File: src/rtl/galvo_pkg.sv
// Shared definitions for the galvo DAC sequencer: FSM states, DAC word layout and
// the per-channel configuration nibbles of the dual 12-bit DAC.
package galvo_pkg;

    localparam int DAC_WORD_W = 16;
    localparam int DAC_CODE_W = 12;

    localparam logic [3:0] CFG_X_NIBBLE = 4'h3;
    localparam logic [3:0] CFG_Y_NIBBLE = 4'hB;

    typedef enum logic [2:0] {
        ST_HOLDOFF,
        ST_IDLE,
        ST_WAIT_X,
        ST_WAIT_Y,
        ST_LDAC
    } state_t;

    function automatic logic [DAC_WORD_W-1:0] dac_word(input logic [3:0]            cfg,
                                                       input logic [DAC_CODE_W-1:0] code);
        return {cfg, code};
    endfunction

endpackage

File: src/rtl/point_rate_timer.sv
// Point-rate pacing timer: reloads on each accepted point, counts down and
// saturates at zero, which marks the period as expired.
module point_rate_timer #(
    parameter int unsigned PERIOD = 2000
) (
    input  logic clk,
    input  logic reset,
    input  logic reload,
    output logic expired,
    output logic expire_next
);

    localparam int CW = (PERIOD > 1) ? $clog2(PERIOD) : 1;

    logic [CW-1:0] cnt_q;

    // NOTE: sequential state is written with non-blocking assignments only.
    always_ff @(posedge clk) begin
        if (reset)
            cnt_q <= '0;
        else if (reload)
            cnt_q <= CW'(PERIOD - 1);
        else if (cnt_q != '0)
            cnt_q <= cnt_q - CW'(1);
    end

    assign expired = (cnt_q == '0);
    // Lets the owner register a ready flag that is valid in the cycle the count hits zero.
    assign expire_next = (cnt_q <= CW'(1));

endmodule

File: src/rtl/galvo_dac_sequencer.sv
// Sends one (x, y) point as two SPI words to the dual galvo DAC, then strobes LDAC_N
// so both mirrors move together; paces points and blanks the laser on starvation.
module galvo_dac_sequencer
    import galvo_pkg::*;
#(
    parameter int unsigned POINT_PERIOD = 2000,
    parameter int unsigned LDAC_WIDTH   = 4,
    parameter int unsigned SPI_HOLDOFF  = 256,
    parameter logic [3:0]  CFG_X        = CFG_X_NIBBLE,
    parameter logic [3:0]  CFG_Y        = CFG_Y_NIBBLE
) (
    input  logic                  clk,
    input  logic                  reset,
    input  logic                  in_valid,
    input  logic [DAC_CODE_W-1:0] in_x,
    input  logic [DAC_CODE_W-1:0] in_y,
    input  logic                  in_laser,
    output logic                  in_ready,
    output logic                  spi_start,
    output logic [DAC_WORD_W-1:0] spi_data,
    input  logic                  spi_done,
    output logic                  ldac_n,
    output logic                  laser_on,
    output logic                  busy,
    output logic                  underrun
);

    localparam int HW = $clog2(SPI_HOLDOFF + 1);
    localparam int LW = $clog2(LDAC_WIDTH + 1);

    state_t                  state_q, state_d;
    logic [HW-1:0]           holdoff_q, holdoff_d;
    logic [LW-1:0]           ldac_cnt_q, ldac_cnt_d;
    logic [DAC_CODE_W-1:0]   y_q, y_d;
    logic                    laser_q, laser_d;
    logic                    in_ready_d, spi_start_d, ldac_n_d, laser_on_d, busy_d, underrun_d;
    logic [DAC_WORD_W-1:0]   spi_data_d;
    logic                    accept, reload, expired, expire_next;

    point_rate_timer #(.PERIOD(POINT_PERIOD)) u_rate (
        .clk        (clk),
        .reset      (reset),
        .reload     (reload),
        .expired    (expired),
        .expire_next(expire_next)
    );

    assign accept = in_valid && in_ready;

    always_comb begin
        // NOTE: every signal gets a default first so no latch is inferred.
        state_d     = state_q;
        holdoff_d   = holdoff_q;
        ldac_cnt_d  = ldac_cnt_q;
        y_d         = y_q;
        laser_d     = laser_q;
        spi_start_d = 1'b0;
        spi_data_d  = spi_data;
        ldac_n_d    = ldac_n;
        laser_on_d  = laser_on;
        underrun_d  = 1'b0;
        reload      = 1'b0;

        unique case (state_q)
            ST_HOLDOFF: begin
                if (holdoff_q == HW'(SPI_HOLDOFF - 1))
                    state_d = ST_IDLE;
                else
                    holdoff_d = holdoff_q + HW'(1);
            end
            ST_IDLE: begin
                if (accept) begin
                    y_d         = in_y;
                    laser_d     = in_laser;
                    spi_data_d  = dac_word(CFG_X, in_x);
                    spi_start_d = 1'b1;
                    reload      = 1'b1;
                    state_d     = ST_WAIT_X;
                end else if (expired && !in_valid && laser_on) begin
                    laser_on_d = 1'b0;
                    underrun_d = 1'b1;
                end
            end
            ST_WAIT_X: begin
                if (spi_done) begin
                    spi_data_d  = dac_word(CFG_Y, y_q);
                    spi_start_d = 1'b1;
                    state_d     = ST_WAIT_Y;
                end
            end
            ST_WAIT_Y: begin
                if (spi_done) begin
                    ldac_n_d   = 1'b0;
                    laser_on_d = laser_q;
                    ldac_cnt_d = '0;
                    state_d    = ST_LDAC;
                end
            end
            ST_LDAC: begin
                if (ldac_cnt_q == LW'(LDAC_WIDTH - 1)) begin
                    ldac_n_d = 1'b1;
                    state_d  = ST_IDLE;
                end else begin
                    ldac_cnt_d = ldac_cnt_q + LW'(1);
                end
            end
            default: state_d = ST_HOLDOFF;
        endcase

        in_ready_d = (state_d == ST_IDLE) && expire_next;
        busy_d     = (state_d != ST_IDLE);
    end

    always_ff @(posedge clk) begin
        if (reset) begin
            state_q    <= ST_HOLDOFF;
            holdoff_q  <= '0;
            ldac_cnt_q <= '0;
            in_ready   <= 1'b0;
            spi_start  <= 1'b0;
            spi_data   <= '0;
            ldac_n     <= 1'b1;
            laser_on   <= 1'b0;
            busy       <= 1'b1;
            underrun   <= 1'b0;
        end else begin
            state_q    <= state_d;
            holdoff_q  <= holdoff_d;
            ldac_cnt_q <= ldac_cnt_d;
            in_ready   <= in_ready_d;
            spi_start  <= spi_start_d;
            spi_data   <= spi_data_d;
            ldac_n     <= ldac_n_d;
            laser_on   <= laser_on_d;
            busy       <= busy_d;
            underrun   <= underrun_d;
        end
    end

    // NOTE: the point latch carries no reset; it is always written on accept before it is read.
    always_ff @(posedge clk) begin
        y_q     <= y_d;
        laser_q <= laser_d;
    end

endmodule

File: config.mk
export PLATFORM = sky130hd
export DESIGN_NAME = galvo_dac_sequencer
export DESIGN_NICKNAME = d
export VERILOG_FILES = /design/src/rtl/galvo_pkg.sv /design/src/rtl/point_rate_timer.sv /design/src/rtl/galvo_dac_sequencer.sv
export SDC_FILE = /design/constraint.sdc
export NUM_CORES = 1
export LEC_CHECK = 0
export ABC_AREA = 1
export CAP_MARGIN = 40
export CORE_MARGIN = 2
export CORE_UTILIZATION = 30
export DETAILED_ROUTE_END_ITERATION = 10
export GPL_TIMING_DRIVEN = 0
export PLACE_DENSITY = 0.55
export SKIP_CTS_REPAIR_TIMING = 1
export SYNTH_ARGS = -nofsm -noshare
export SYNTH_HDL_FRONTEND = slang
export SYNTH_HIERARCHICAL = 1
export SYNTH_SLANG_ARGS = --single-unit
File: constraint.sdc
create_clock -name clk -period 2.1 [get_ports clk]
set_clock_uncertainty 0.15 [all_clocks]
set_input_delay 0.42 -clock clk [delete_from_list [all_inputs] [get_ports clk]]
set_output_delay 0.42 -clock clk [all_outputs]
set_load 0.01 [all_outputs]
=== Word level (Yosys, flattened, before mapping) ===
Cells that the tools add are included.
Widths: inputs -> output; s select.

* Add/sub/neg operators: 3
* Magnitude comparators: 1
* Eq/ne operators: 15
* Muxes and demuxes: 26
* Bitwise logic cells: 2
* Reduce and logical (&&, ||, !) cells: 20

{| class="wikitable"
|+ Operator list
! operator !! number
|-
| $mux 16 || 2
|-
| $pmux 16 s2 || 1
|-
| $mux 11 || 2
|-
| $mux 3 || 7
|-
| $pmux 3 s5 || 1
|-
| $ne 2x2->1 const B || 7
|-
| $le 11x1->1 const B || 1
|-
| $logic_not 11->1 || 1
|-
| $reduce_bool 11->1 || 1
|-
| $sub 11x1->11 const B || 1
|-
| $add 9x1->9 const B || 1
|-
| $eq 3x2->1 const B || 3
|-
| $eq 9x8->1 const B || 1
|-
| $mux 1 || 9
|-
| $reduce_and 3->1 || 3
|-
| $reduce_bool 2->1 || 4
|-
| $eq 3x1->1 const B || 2
|-
| $pmux 1 s2 || 3
|-
| $pmux 3 s2 || 1
|-
| $logic_and 1x1->1 || 4
|-
| $reduce_and 2->1 || 2
|-
| $reduce_and 4->1 || 1
|-
| $add 3x1->3 const B || 1
|-
| $eq 3x3->1 const B || 1
|-
| other kinds (6) || 7
|}

* Register bits: 61
* Bits of input ports: 29
* Output and inout port bits: 22
* Word-level logic and storage cells: 81

=== Depth between registers and ports, before layout ===
* Word-level depth: 6
* Mapped depth: 11
* Depth with buffers taken out: 11

=== Hierarchy ===
The synthesis kept the hierarchy.

{| class="wikitable"
|+ By module, submodules not included
! module !! times used !! cells each !! area an instance (µm²) !! sequential area each (µm²)
|-
| galvo_dac_sequencer || 1 || 257 || 2063.2 || 1091.0
|-
| point_rate_timer || 1 || 112 || 708.2 || 220.2
|}

=== Least setup slack after synthesis ===
OpenSTA, ideal clock, no wires.

* Path type: flip-flop to flip-flop
* Start point: register state_q[1]
* End point: register u_rate.cnt_q[1]
* Setup time: 0.064 ns
* Arrival time: 2.008 ns
* Slack: -0.122 ns
* Cell stages (with the launch flop): 9
* Path buffers: 1
* Clock period less this slack: 2.222 ns
* Path through: dfxtp_1 > buf_2 > inv_1 > nand3_1 > nor2_1 > clkinv_1 > nand3_1 > inv_1 > nor2_1

* Longest elaborated chain between the ends: 3
* Elaborated cells on any way between the ends: 4

{| class="wikitable"
|+ RTL lines
! item !! RTL line !! source
|-
| start: declaration || galvo_dac_sequencer.sv:31 || <nowiki>state_t state_q, state_d;</nowiki>
|-
| start signal: assignment || galvo_dac_sequencer.sv:127 || <nowiki>state_q <= state_d;</nowiki>
|-
| $eq 3x1->1 (*) || galvo_dac_sequencer.sv:64 || <nowiki>unique case (state_q)</nowiki>
|-
| $mux 1 (*) || galvo_dac_sequencer.sv:64 ||
|-
| named net reload || galvo_dac_sequencer.sv:38 || <nowiki>logic accept, reload, expired, expire_next;</nowiki>
|-
| $mux 11 or $reduce_bool 2->1 (tied branches) || -- ||
|-
| end signal: assignment || point_rate_timer.sv:22 || <nowiki>cnt_q <= CW'(PERIOD - 1);</nowiki>
|-
| end signal: assignment || point_rate_timer.sv:24 || <nowiki>cnt_q <= cnt_q - CW'(1);</nowiki>
|-
| end: declaration || point_rate_timer.sv:15 || <nowiki>logic [CW-1:0] cnt_q;</nowiki>
|}

Mark *: on every way through the listed nets, which the timed path passes. The rest lies on a longest branch.
A chain may end at the register's enable or synchronous reset.

=== Final worst setup path ===
* Start point: register holdoff_q[0]
* End point: register holdoff_q[6]

* Longest elaborated chain between the ends: 3
* Elaborated cells on any way between the ends: 4

{| class="wikitable"
|+ RTL lines
! item !! RTL line !! source
|-
| start: declaration || galvo_dac_sequencer.sv:32 || <nowiki>logic [HW-1:0] holdoff_q, holdoff_d;</nowiki>
|-
| start signal: assignment || galvo_dac_sequencer.sv:128 || <nowiki>holdoff_q <= holdoff_d;</nowiki>
|-
| parallel branches: the longest is 3 deep, another holds $add 9x1->9 || -- ||
|}

Several ways; the timed one is not identified.

==> out/results.tsv <==
metric	value	unit
Min-Delay Path Class	register to register	
GRT Overall Usage	13.72	%
H-tree levels	3	
Synth Register Bits	59	
crit path DAT	2020	ps
Period minus WS final	1912	ps
vias in the first global route	2288	
status	finished clean	
Site Rows	35	
Combinational Power Share	28.2	%
Max Cap Viol	0	
final hold slack	310.5	ps
Net Count, Synth	405	
CP cell instances	ha_1 > nand3_1 > nor4_2 > ha_1 > inv_1 > nand3_2 > inv_2 > nand2_1 > nor2_1 > nor3_1	
crit share post-route	91.07	%
Avg Cell Area, Syn	7.511	µm²
Post-Syn Instances	369	
Setup CP Type	register to register	
Ys Warns	6	
fill count	944	
Reg-to-Reg Start	holdoff_q[0]$_SDFFE_PP0P_	
Via-to-Cell Ratio	4.516	
CP Buf/Inv Count	2	
critical path startpoint category	register	
cell depth of the worst hold path	1	
Worst Tran Pin Value	528.3	ps
pwr/cell area	878.8	nW/µm²
Die ar.	10020	µm²
Core Util, Final	39.70	%
first-pass GRT wire length	10810	µm
Slowest cell on crit path	dfxtp_1	
clock slew at reported path FFs	70	ps
Post-Syn Area	2771	µm²
share of layout cells above drive strength 1	10.32	%
top_reg_cell synth	dfxtp_1	
WP depth	10	
Die H	100.1	µm
dpl hpwl	4817	µm
WL per Instance	11.77	µm
Syn-to-layout area delta	30.47	%
largest net degree at the start of global routing	18	
switching share of total power	33.49	%
Cell Int Power	2.114	mW
crit-path max FO	9	
Core Box Area	9109	µm²
DR iter-0 viols	89	
io pins	51	
gpl congestion	0.7790	
FF-to-FF End	holdoff_q[6]$_SDFFE_PP0P_	
slack of the worst reg-to-reg path	190	ps
final setup fails	0	
Hold Path End	ldac_cnt_q[0]$_SDFFE_PP0P_	
slowest cell delay on critical path	370	ps
Static Leak	1.555	nW
crit path from	holdoff_q[0]$_SDFFE_PP0P_	
CP required	2200	ps
clk buf depth	2	
grt total ovfl	0	
Final nets	467	
Worst-Skew Late Latency	330	ps
die width	100.1	µm
post-route cell area	3616	µm²
cell repeated most along the worst path	ha_1	
Async SR Flop Fraction	0	%
RSZ-0062 raised after global routing	false	
CTS buffer count	9	
Root Buffer	clkbuf_8	
sequential area share after synthesis	47.31	%
Hold Startpoint	ldac_cnt_q[0]$_SDFFE_PP0P_	
Final Max Slew Viols	0	
Initial DRT Pass Iterations	4	
Seq pwr share	41.0	%
number of port buffers	49	
VDD IR max	559.4	µV
area post-placement	3403	µm²
Post-Route WL	6438	µm
initial antenna violation count	0	
CTS tree	built	
Starting Density	30.43	%
clock share of power	30.8	%
NetSw	1.064	mW
clk sinks	59	
Top delay family on crit path	simple AND/OR/NAND/NOR gates	
maximum clock rate	522.9	MHz
drc violations	0	
DR vias	2470	
Fin. Hold Viols	0	
Max-Slew Margin vs Limit	64.78	%
EDFF count, synth	13	
diodes inserted	0	
Worst Reg-to-Reg Cells	10	
crit end category	register	
antenna-violating nets left	0	
Synth cell types	30	
==> state kept, by name, indices dropped and copies added, names as in the netlist <==
register / flops
y_q: 12
underrun: 1
ldac_cnt_q: 3
laser_on: 1
ldac_n: 1
spi_data: 14
spi_start: 1
laser_q: 1
state_q: 3
in_ready: 1
u_rate/cnt_q: 11
busy: 1
holdoff_q: 9
==> synth_stat cells (4+ instances only) <==
cell,n,area (µm²)
a21oi_1,20,100.1
dfxtp_1,46,920.9
inv_1,39,146.4
o21ai_0,22,110.1
nand3_1,44,220.2
nor2_2,5,31.28
edfxtp_1,13,390.4
buf_4,4,30.03
nor3_1,4,20.02
nor2_1,60,225.2
nor2_4,4,45.04
nand2_1,73,274.0
nand2_2,4,25.02
ha_1,7,87.58
==> final cells by class <==
type | count | area, µm² | share of cell area [%]
Sequential cell | 59 | 1311 | 36.26
Clock buffer | 9 | 123.9 | 3.426
Buffer | 11 | 60.06 | 1.661
Inverter | 44 | 170.2 | 4.706
Tap cell | 111 | 138.9 | 3.841
Timing Repair Buffer | 51 | 505.5 | 13.98
Clock inverter | 7 | 58.81 | 1.626
Multi-Input combinational cell | 255 | 1247 | 34.50
==> cells by family (layout without fill, tap and decap cells) <==
| family | after synthesis | after routing | synth area share, % |
|---|---|---|---|
| buf+inv | 55 | 122 | 8.171 |
| other cells | 1 | 1 | 0.1353 |
| xor+xnor | 2 | 2 | 0.6322 |
| flops | 59 | 59 | 47.31 |
| compound gates | 44 | 44 | 8.127 |
| simple gates | 201 | 201 | 32.46 |
| fa+ha+maj | 7 | 7 | 3.160 |
==> worst max path at each step <==
stage | to | slack, ps
3_5_place_dp | u_rate/cnt_q[1]$_SDFFE_PP0P_ | -720
2_1_floorplan | u_rate/cnt_q[1]$_SDFFE_PP0P_ | 210
6_report | holdoff_q[6]$_SDFFE_PP0P_ | 190
5_1_grt | holdoff_q[6]$_SDFFE_PP0P_ | 8
3_3_place_gp | u_rate/cnt_q[1]$_SDFFE_PP0P_ | -740
4_1_cts | u_rate/cnt_q[1]$_SDFFE_PP0P_ | -370
==> metrics by stage <==
step | worst slack, ps | setup TNS (ps) | std cells | total power [mW]
6_report | 187.6 | 0 | 547 | 3.178
5_1_grt | 7.545 | 0 | 547 | 3.415
4_1_cts | -365.8 | -2953 | 545 | 3.214
3_5_place_dp | -722.3 | -9336 | 529 | 2.215
3_3_place_gp | -735.7 | -9902 | 529 | 2.208
2_1_floorplan | 211.8 | 0 | 369 | 2.017
==> layer usage <==
metal  track usage [%]  part of all wire (%)  up-vias
li1                  -                     -     1301
met2             20.89                    46       48
met4             6.217                  0.82        0
met5                 0                     0        -
met1             18.50                    49     1117
met3             3.273                   3.5        4
==> placed cells by master, fill, tap and decap left out, drive strengths merged <==
cell | synthesis | final
a21boi | 1 | 1
a21oi | 20 | 20
buf | 8 | 10
bufinv | 0 | 1
clkbuf | 3 | 12
clkdlybuf4s50 | 0 | 49
clkinv | 2 | 6
clkinvlp | 0 | 2
conb | 1 | 1
dfxtp | 46 | 46
edfxtp | 13 | 13
ha | 7 | 7
inv | 42 | 42
nand2 | 78 | 78
nand3 | 46 | 46
nand3b | 2 | 2
nand4 | 1 | 1
nor2 | 69 | 69
nor3 | 4 | 4
nor4 | 1 | 1
o21a | 1 | 1
o21ai | 22 | 22
xnor2 | 1 | 1
xor2 | 1 | 1
==> power by group through the flow <==
stage / logic (mW) / clock network, mW / registers [mW]
after floorplan: 0.703 / 0 / 1.31
after detailed placement: 0.889 / 0 / 1.33
after global placement: 0.882 / 0 / 1.33
final: 0.896 / 0.979 / 1.30
after global routing: 1.04 / 1.07 / 1.31
after CTS: 0.896 / 1.02 / 1.30
Power figures use the tool's default switching activity.
